**config.mk**
```make
export PLATFORM = sky130hd
export DESIGN_NAME = led_pwm_controller
export DESIGN_NICKNAME = d
export VERILOG_FILES = /design/src/rtl/led_pwm_controller.sv
export SDC_FILE = /design/constraint.sdc
export NUM_CORES = 1
export LEC_CHECK = 0
export BUFFER_PORTS_ARGS = -buffer_cell sky130_fd_sc_hd__buf_2
export CAP_MARGIN = 10
export CORE_MARGIN = 10
export CORE_UTILIZATION = 62
export DETAILED_ROUTE_END_ITERATION = 16
export PLACE_DENSITY = 0.9
export SYNTH_ARGS = -nofsm -noshare
export SYNTH_HDL_FRONTEND = slang
export SYNTH_SLANG_ARGS = --single-unit
```
**constraint.sdc**
```tcl
create_clock -name clk -period 4 [get_ports clk]
set_input_delay 0.2 -clock clk [delete_from_list [all_inputs] [get_ports clk]]
set_output_delay 0.2 -clock clk [all_outputs]
set_load 0.02 [all_outputs]
```
**src/rtl/led_pwm_controller.sv**
```systemverilog
// Memory-mapped N-channel LED controller: off / on / PWM-dimmed / blinking per channel.
// Latency: led_port is registered, one cycle behind counter and register state; reads are combinational.
// Backpressure: none; every write strobe is accepted on the clock edge it is sampled.
module led_pwm_controller #(
  parameter int N_LEDS = 8,
  parameter int DUTY_W = 8,
  parameter int DATA_W = 8,
  parameter int ADDR_W = 5
) (
  input  logic              clk,
  input  logic              reset,
  input  logic              wr_en,
  input  logic              rd_en,
  input  logic [ADDR_W-1:0] addr,
  input  logic [DATA_W-1:0] data_in,
  output logic [DATA_W-1:0] data_out,
  output logic [N_LEDS-1:0] led_port
);

  localparam logic [ADDR_W-1:0] A_CTRL  = ADDR_W'(0);
  localparam logic [ADDR_W-1:0] A_PRESC = ADDR_W'(1);
  localparam logic [ADDR_W-1:0] A_BCAST = ADDR_W'(2);

  localparam logic [1:0] M_OFF   = 2'b00;
  localparam logic [1:0] M_ON    = 2'b01;
  localparam logic [1:0] M_PWM   = 2'b10;
  localparam logic [1:0] M_BLINK = 2'b11;

  // Register file
  logic                           r_en;
  logic                           r_inv;
  logic [DATA_W-1:0]              r_presc;
  logic [N_LEDS-1:0][DUTY_W-1:0]  r_duty;
  logic [N_LEDS-1:0][1:0]         r_mode;

  // Shared timebase
  logic [DATA_W-1:0] r_pc;
  logic [DUTY_W-1:0] r_cnt;
  logic              r_bp;
  logic [N_LEDS-1:0] r_led;

  logic              w_wr_presc;
  logic              w_tick;
  logic              w_wrap;
  logic [N_LEDS-1:0] w_lit;
  logic [DATA_W-1:0] w_rd_dat;

  assign w_wr_presc = wr_en && (addr == A_PRESC);
  assign w_tick     = r_en && (r_pc == r_presc);
  assign w_wrap     = w_tick && (r_cnt == {DUTY_W{1'b1}});

  // Register writes; a broadcast loads every duty register at once
  always_ff @(posedge clk or posedge reset) begin
    if (reset) begin
      r_en    <= 1'b0;
      r_inv   <= 1'b0;
      r_presc <= '0;
      r_duty  <= '0;
      r_mode  <= '0;
    end else if (wr_en) begin
      if (addr == A_CTRL) begin
        r_en  <= data_in[0];
        r_inv <= data_in[1];
      end
      if (addr == A_PRESC) r_presc <= data_in;
      for (int i = 0; i < N_LEDS; i++) begin
        if (addr == A_BCAST || addr == ADDR_W'(4 + 2 * i)) r_duty[i] <= data_in[DUTY_W-1:0];
        if (addr == ADDR_W'(5 + 2 * i)) r_mode[i] <= data_in[1:0];
      end
    end
  end

  // Prescaler, PWM counter and blink phase; all parked at zero while disabled
  always_ff @(posedge clk or posedge reset) begin
    if (reset) begin
      r_pc  <= '0;
      r_cnt <= '0;
      r_bp  <= 1'b0;
    end else if (!r_en) begin
      r_pc  <= '0;
      r_cnt <= '0;
      r_bp  <= 1'b0;
    end else begin
      // A prescaler rewrite restarts the tick interval from the write edge
      if (w_wr_presc || w_tick) r_pc <= '0;
      else                      r_pc <= r_pc + DATA_W'(1);
      if (w_tick) r_cnt <= r_cnt + DUTY_W'(1);
      if (w_wrap) r_bp  <= ~r_bp;
    end
  end

  // Per-channel lit decision from mode, duty compare and blink phase
  always_comb begin
    w_lit = '0;
    for (int i = 0; i < N_LEDS; i++) begin
      case (r_mode[i])
        M_OFF:   w_lit[i] = 1'b0;
        M_ON:    w_lit[i] = 1'b1;
        M_PWM:   w_lit[i] = (r_cnt < r_duty[i]);
        M_BLINK: w_lit[i] = r_bp && (r_cnt < r_duty[i]);
        default: w_lit[i] = 1'b0;
      endcase
    end
  end

  // Registered pin drive; disabled channels sit at the dark level for the chosen polarity
  always_ff @(posedge clk or posedge reset) begin
    if (reset)      r_led <= '0;
    else if (!r_en) r_led <= {N_LEDS{r_inv}};
    else            r_led <= w_lit ^ {N_LEDS{r_inv}};
  end

  // Combinational readback; a same-cycle write shows the pre-write value
  always_comb begin
    w_rd_dat = '0;
    if (rd_en) begin
      if (addr == A_CTRL)  w_rd_dat = DATA_W'({r_inv, r_en});
      if (addr == A_PRESC) w_rd_dat = r_presc;
      for (int i = 0; i < N_LEDS; i++) begin
        if (addr == ADDR_W'(4 + 2 * i)) w_rd_dat = DATA_W'(r_duty[i]);
        if (addr == ADDR_W'(5 + 2 * i)) w_rd_dat = DATA_W'(r_mode[i]);
      end
    end
  end

  assign data_out = w_rd_dat;
  assign led_port = r_led;

endmodule

```
==> results of run 1 <==
## placed cells by master (no fill, tap or decap), types with 26 or more instances in the layout
cell type | netlist | routed
o21ai_0 | 41 | 41
ha_1 | 58 | 58
nor2_1 | 41 | 41
nand2_1 | 59 | 59
dfrtp_1 | 115 | 115
inv_1 | 62 | 61
buf_2 | 11 | 32
nand3_1 | 27 | 27
nand2b_1 | 28 | 28
a21oi_1 | 26 | 26
mux2_2 | 75 | 75
## metrics by stage
| step | instances | hold WS (ns) | cell area (µm²) | total power, W |
|---|---|---|---|---|
| 2_1_floorplan | 728 | 0.351 | 7190 | 0.00227 |
| 3_3_place_gp | 873 | 0.430 | 7390 | 0.00253 |
| 3_5_place_dp | 873 | 0.449 | 7390 | 0.00259 |
| 4_1_cts | 906 | 0.125 | 8000 | 0.00418 |
| 5_1_grt | 906 | 0.135 | 8000 | 0.00437 |
| 6_report | 906 | 0.146 | 8000 | 0.00419 |
## metal layers
metal | GRT usage [%] | vias up | routed length, µm
met5 | 0 | - | 0
li1 | - | 2627 | -
met1 | 33.7 | 2928 | 8760
met4 | 15.7 | 0 | 1060
met3 | 7.90 | 89 | 1980
met2 | 42.6 | 307 | 10000
## where the power goes
group          internal (W)  leakage [nW]  total [W]  switching, W
Combinational      0.000415          2.09   0.000951      0.000536
Clock              0.000997         0.284    0.00156      0.000562
Sequential          0.00142          1.45    0.00168      0.000262
Total               0.00283          3.82    0.00419       0.00136
## kinds of logic (layout without fill, tap and decap cells)
family	after synthesis	count (layout)	synth area share, %
compound gates	142	142	13.2
xor+xnor	32	32	3.90
fa+ha+maj	58	58	10.1
buf+inv	95	130	5.52
flops	115	115	40.0
mux	82	82	12.7
simple gates	204	204	14.5
## worst reg2reg max path, cell delays in order, from the launching register on
cell	delay [ns]
dfrtp_1	0.74
ha_1	0.36
a21o_1	0.16
a21o_1	0.17
a21oi_1	0.32
o311a_1	0.26
xor2_1	0.16
## flip-flops by register name, indices dropped and copies added, names as in the netlist
register and flops:
r_pc 8, r_cnt 8, r_mode 16, led_port 8, r_bp 1, r_duty 64
r_en 1, r_presc 8, r_inv 1
## layout make-up
type	count	area (µm²)	share of cell area (%)
clock buffers	21	450	5.63
multi-input cells	518	3910	48.9
well taps	143	179	2.24
clock inverters	11	153	1.91
flip-flops and latches	115	2880	36.0
repair buffers	36	193	2.41
inverters	62	235	2.94
## cell usage after synthesis, types with 2 or more instances
| cell type | number |
|---|---|
| dfrtp_1 | 115 |
| mux2_2 | 75 |
| inv_1 | 62 |
| nand2_1 | 59 |
| ha_1 | 58 |
| nor2_1 | 41 |
| o21ai_0 | 41 |
| nand2b_1 | 28 |
| nand3_1 | 27 |
| a21oi_1 | 26 |
| xor2_1 | 17 |
| a21o_1 | 16 |
| clkbuf_1 | 16 |
| xnor2_1 | 15 |
| buf_2 | 11 |
| o311a_1 | 9 |
| and2_1 | 8 |
| a22oi_1 | 7 |
| mux2i_1 | 7 |
| nand4b_1 | 7 |
| o22ai_1 | 7 |
| nand4_1 | 6 |
| a211oi_1 | 5 |
| nor2b_1 | 5 |
| a221oi_1 | 4 |
| a222oi_1 | 4 |
| a22o_1 | 4 |
| and3_1 | 4 |
| nor3_1 | 4 |
| o2111ai_1 | 4 |
| a32oi_1 | 3 |
| buf_4 | 3 |
| a31oi_1 | 2 |
| buf_6 | 2 |
| nand2_2 | 2 |
| nor2_4 | 2 |
| o32ai_1 | 2 |
## timing repair
item | 4_1_cts | 5_1_grt
buffers inserted | 0 | 0
hold buffers | 1 | 0
endpoints found under the hold margin | 12 | 0
## path summary, 6_finish.rpt
path / from / to / slack [ns] / cells after the start
max in group asynchronous: reset / r_cnt[2] / 2.58 / 4
hold / removal: data_in[6] / r_duty[22] / 0.15 / 3
setup / recovery: addr[1] / data_out[4] / 1.31 / 6
setup reg to reg: r_cnt[1] / led_port[4] / 1.74 / 6
min in group asynchronous: reset / r_duty[36] / 0.52 / 3
hold reg to reg: r_duty[53] / r_duty[53] / 0.50 / 1
==> summary.md, run 1 <==
| Metric | Value |
|---|---|
| Warnings from Yosys | 0 |
| Largest net degree at the start of global routing | 72 |
| Peak Freq | 372 MHz |
| Die Area | 16,300 µm² |
| Worst-path maximum fanout | 49 |
| CP Capture Type | primary output |
| Status | finished, final reports clean |
| Slowest cell on crit path | buf_2 |
| Top Ports | 33 |
| Min Tclk post-route | 2.69 ns |
| Setup Viol. Count Final | 0 |
| GP Congestion | 1.04 |
| Vias per inst | 6.57 |
| Net Count, Synth | 803 |
| Startpoint types | primary input |
| Number of flops mapped to enable cells by yosys | 0 |
| Fin crit share | 67.3% |
| #FFs+latches synth | 115 |
| First-pass GRT wire length | 34,500 µm |
| CP max stage delay | 0.72 ns |
| Synth top area share | 40.0% |
| Top cells by area, synth | dfrtp_1 40%, mux2_2 12%, ha_1 10% |
| Row count | 39 |
| Final hold vios | 0 |
| Unrepaired setup endpoints after global routing | no |
| DR vias | 5,951 |
| Residual DRC | 0 |
| N_diodes | 0 |
| VDD IR max | 497 µV |
| Post-synth ARST share | 100% |
| Post-route core utilization | 70.4% |
| Initial DRC count | 578 |
| CP Data Required Time | 3.80 ns |
| CTS buffer count | 17 |
| Final ANT Viol Nets | 0 |
| CP Class | primary input to primary output |
| PostCTS Resize Cnt | 0 |
| Skew final | 0.0110 ns |
| Depth of the CTS H-tree | 4 |
| Clock Sinks | 115 |
| Max Transition Viols Final | 0 |
| Vias in the first global route | 6,182 |
| GRT Util Overall | 27.5% |
| Least-Margin Pin Slew | 0.966 ns |
| Synth Cell Area | 7190 µm² |
| Antenna violations before repair | 0 |
| Pwr/cell area | 523 nW/µm² |
| Nets | 825 |
| Worst setup margin | 1.31 ns |
| Slew headroom | 35.6% |
| Yosys top cell by area | dfrtp_1 |
| # port buffers | 32 |
| Clk Tree Root Cell | clkbuf_16 |
| WP buf/inv | 2 |
| Die width | 128 µm |
| Critical Path AT | 2.49 ns |
| Longest Clk Path Bufs | 2 |
| Total wire length | 21,800 µm |
| GRT overflow | 0 |
| CTS clk-pin slew, worst paths | 0.06 ns |
| CP cell instances | buf_2, nand2_1, nor2_1, a222oi_1, a21oi_1, buf_2 |
| Hpwl dp | 15,300 µm |
| Max cap viols | 0 |
| Initial Util | 63.2% |
| Core area | 11,400 µm² |
| Avg Cell Area, Syn | 9.87 µm² |
| Post-synthesis cell type count | 57 |
| P&R area growth vs syn | 11.3% |
| Min-Delay Path Class | primary input to flop |
| Wire per inst | 24.1 µm |
| CTS tree | done |
| CP delay by family, top | simple AND/OR/NAND/NOR gates |
| Post-synthesis cell count | 728 |
| Most used DFF post-synth | dfrtp_1 |
| Critical Path Most Common Cell | buf_2 |
| Register area share after synthesis | 40.0% |
| Fill cells | 841 |
| Post-place setup slack | 1.44 ns |
| Leakage | 3.82 nW |
| Die Ht | 128 µm |
| Setup TNS | 0 ns |
| Layout cells sized above 1 | 19.8% |
| DRT Pass-1 Iters | 6 |
| Worst skew pair latency | 0.43 ns |
Note: power is estimated with default switching activity, not from simulation.
==> run 2: changes to the inputs <==
--- a/config.mk
+++ b/config.mk
@@ -8,9 +8,9 @@
 export BUFFER_PORTS_ARGS = -buffer_cell sky130_fd_sc_hd__buf_2
 export CAP_MARGIN = 10
 export CORE_MARGIN = 10
-export CORE_UTILIZATION = 62
+export CORE_UTILIZATION = 56
 export DETAILED_ROUTE_END_ITERATION = 16
-export PLACE_DENSITY = 0.9
+export PLACE_DENSITY = 0.87
 export SYNTH_ARGS = -nofsm -noshare
 export SYNTH_HDL_FRONTEND = slang
 export SYNTH_SLANG_ARGS = --single-unit
==> constraint.sdc (replaced) <==
create_clock -name clk -period 2.2 [get_ports clk]
set_input_delay 0.11 -clock clk [delete_from_list [all_inputs] [get_ports clk]]
set_output_delay 0.11 -clock clk [all_outputs]
set_load 0.02 [all_outputs]
==> run 2 against run 1 <==
Compared with the run above: clock skew fell by 0.0031 ns; worst setup slack got worse by 1.2 ns; routed wire length fell by 1.7%; design area rose by 3.7%; final cell count rose by 5.8%; sequential share of layout area fell by 1.3 points; via count rose by 1.5%; die area rose by 9.0%; combinational power rose by 89%; register-to-register slack got worse by 1.5 ns; critical path type is now flop to primary output; critical endpoint is now data_out[1].
==> summary.md, run 2 (synthesis gave the netlist of run 1 again) <==
| Metric | Value |
|---|---|
| Initial DRC count | 706 |
| Max cap viols | 0 |
| Row count | 41 |
| Pwr/cell area | 935 nW/µm² |
| First-pass GRT wire length | 34,000 µm |
| Die Area | 17,800 µm² |
| Slew headroom | 56.4% |
| Top routing layer used | met4 |
| DRT Pass-1 Iters | 5 |
| Clk Tree Root Cell | clkbuf_16 |
| CTS clk-pin slew, worst paths | 0.06 ns |
| Min Tclk post-route | 2.09 ns |
| Clock Sinks | 115 |
| Fill cells | 975 |
| Top Ports | 33 |
| CP Capture Type | primary output |
| GRT overflow | 0 |
| Vias in the first global route | 6,115 |
| Wire per inst | 22.4 µm |
| Unrepaired setup endpoints after global routing | no |
| Critical Path AT | 1.98 ns |
| Startpoint types | flop |
| Nets | 850 |
| Area of the multi-input gates | 3930 µm² |
| Max Transition Viols Final | 0 |
| Status | finished, final reports clean |
| Final hold vios | 0 |
| Commonest non-fill, non-tap cell in the layout | dfrtp_1 |
| Flip-flop count of the largest register after layout | 64 |
| Antenna violations before repair | 0 |
| Top flop regs | r_duty x64, r_mode x16 |
| DR vias | 6,041 |
| Met2 routed WL | 10,100 µm |
| Peak Freq | 479 MHz |
| Die width | 133 µm |
| N_diodes | 0 |
| Worst-path maximum fanout | 3 |
| Fin crit share | 95.0% |
| Min-Delay Path Class | primary input to flop |
| Depth of the CTS H-tree | 4 |
| CTS buffer count | 17 |
| Hold_ws | 0.0452 ns |
| CTS tree | done |
| Vias per inst | 6.30 |
| Largest net degree at the start of global routing | 53 |
| Initial Util | 57.0% |
| Reg area | 2880 µm² |
| GP Congestion | 0.947 |
| Largest Register | r_duty |
| Setup Viol. Count Final | 0 |
| Final ANT Viol Nets | 0 |
| GRT Util Overall | 24.5% |
| CP max stage delay | 0.40 ns |
| Slowest cell on crit path | dfrtp_1 |
| Total wire length | 21,500 µm |
| CP Data Required Time | 2.09 ns |
| Met3 WL | 2030 µm |
| # port buffers | 32 |
| VDD IR max | 583 µV |
| Leakage | 3.97 nW |
| CP cell instances | nand2_1, o21ai_0, a32oi_1, nor3_2, o2111ai_1, nand3_1, buf_2 |
| Die Ht | 133 µm |
| Least-Margin Pin Slew | 0.653 ns |
| Hpwl dp | 15,100 µm |
| Worst skew pair latency | 0.43 ns |
| Skew final | 0.00786 ns |
| CP Class | flop to primary output |
| Layout cells sized above 1 | 23.1% |
| Core area | 12,600 µm² |
| Most frequent cells in the layout | 115 x dfrtp_1, 75 x mux2_2, 61 x inv_1 |
| Setup TNS | 0 ns |
| Met1 wire length | 8490 µm |
| P&R area growth vs syn | 15.5% |
| Longest Clk Path Bufs | 2 |
| Residual DRC | 0 |
## run 2: cell count changes in the layout (fill, tap and decap cells not counted)
cell,change
clkbuf_8,+1
buf_4,+23
nor3_1,-1
bufinv_16,+1
clkinv_2,+1
a211oi_1,-2
o21ai_0,-1
clkbuf_1,-3
nor3_2,+1
inv_4,-1
o21ai_2,+1
buf_12,+2
a211oi_2,+2
## run 2: worst paths after layout
kind	startpoint	end	slack [ns]	depth (start not counted)
max in group asynchronous	reset	r_cnt[3]	1.19	4
hold / removal	data_in[7]	r_duty[63]	0.05	3
setup reg to reg	r_presc[3]	r_cnt[6]	0.21	6
min in group asynchronous	reset	r_pc[0]	0.32	3
setup / recovery	r_presc[1]	data_out[1]	0.11	7
hold reg to reg	r_duty[53]	r_duty[53]	0.50	1
## run 2: worst max-delay path, delay by kind of cell (launching register included)
| family | cells | cell delay [ns] |
|---|---|---|
| AO/OA/AOI/OAI | 3 | 0.51 |
| buffers and inverters | 1 | 0.18 |
| flip-flops | 1 | 0.40 |
| AND/OR/NAND/NOR | 3 | 0.45 |
## run 2: area by class of cell
type                    instances  share of cell area (%)
clock buffers                  19                    5.46
well taps                     172                    2.59
clock inverters                12                    2.17
multi-input cells             518                    47.4
flip-flops and latches        115                    34.7
repair buffers                 61                    4.88
inverters                      62                    2.85
## run 2: metal layers
layer	vias up	global-route usage (%)
li1	2676	-
met1	2944	30.2
met2	349	39.3
met3	72	7.03
met4	0	10.4
met5	-	0
## run 2: metrics by stage
| stage | utilization [%] | setup WS, ns | total power, W | area [µm²] | std cells |
|---|---|---|---|---|---|
| 6_report | 65.8 | 0.111 | 0.00776 | 8300 | 959 |
| 5_1_grt | 65.8 | 0.0120 | 0.00808 | 8300 | 959 |
| 4_1_cts | 65.6 | 0.0275 | 0.00774 | 8280 | 959 |
| 3_5_place_dp | 60.5 | 0.318 | 0.00473 | 7640 | 927 |
| 3_3_place_gp | 60.5 | 0.265 | 0.00465 | 7640 | 927 |
| 2_1_floorplan | - | 0.556 | 0.00413 | 7190 | 728 |
## run 2: timing repair
item | CTS | global route
hold buffers | 1 | 0
setup endpoints to repair | 0 | 2
endpoints found under the hold margin | 27 | 0
setup buffers | 0 | 0
gates resized for setup | 0 | 5
## run 2: power by group
part           internal [W]  leakage, nW  switching [W]  total, W
Sequential          0.00257         1.45       0.000421   0.00300
Combinational      0.000779         2.22        0.00102   0.00180
Clock               0.00195        0.305        0.00101   0.00296
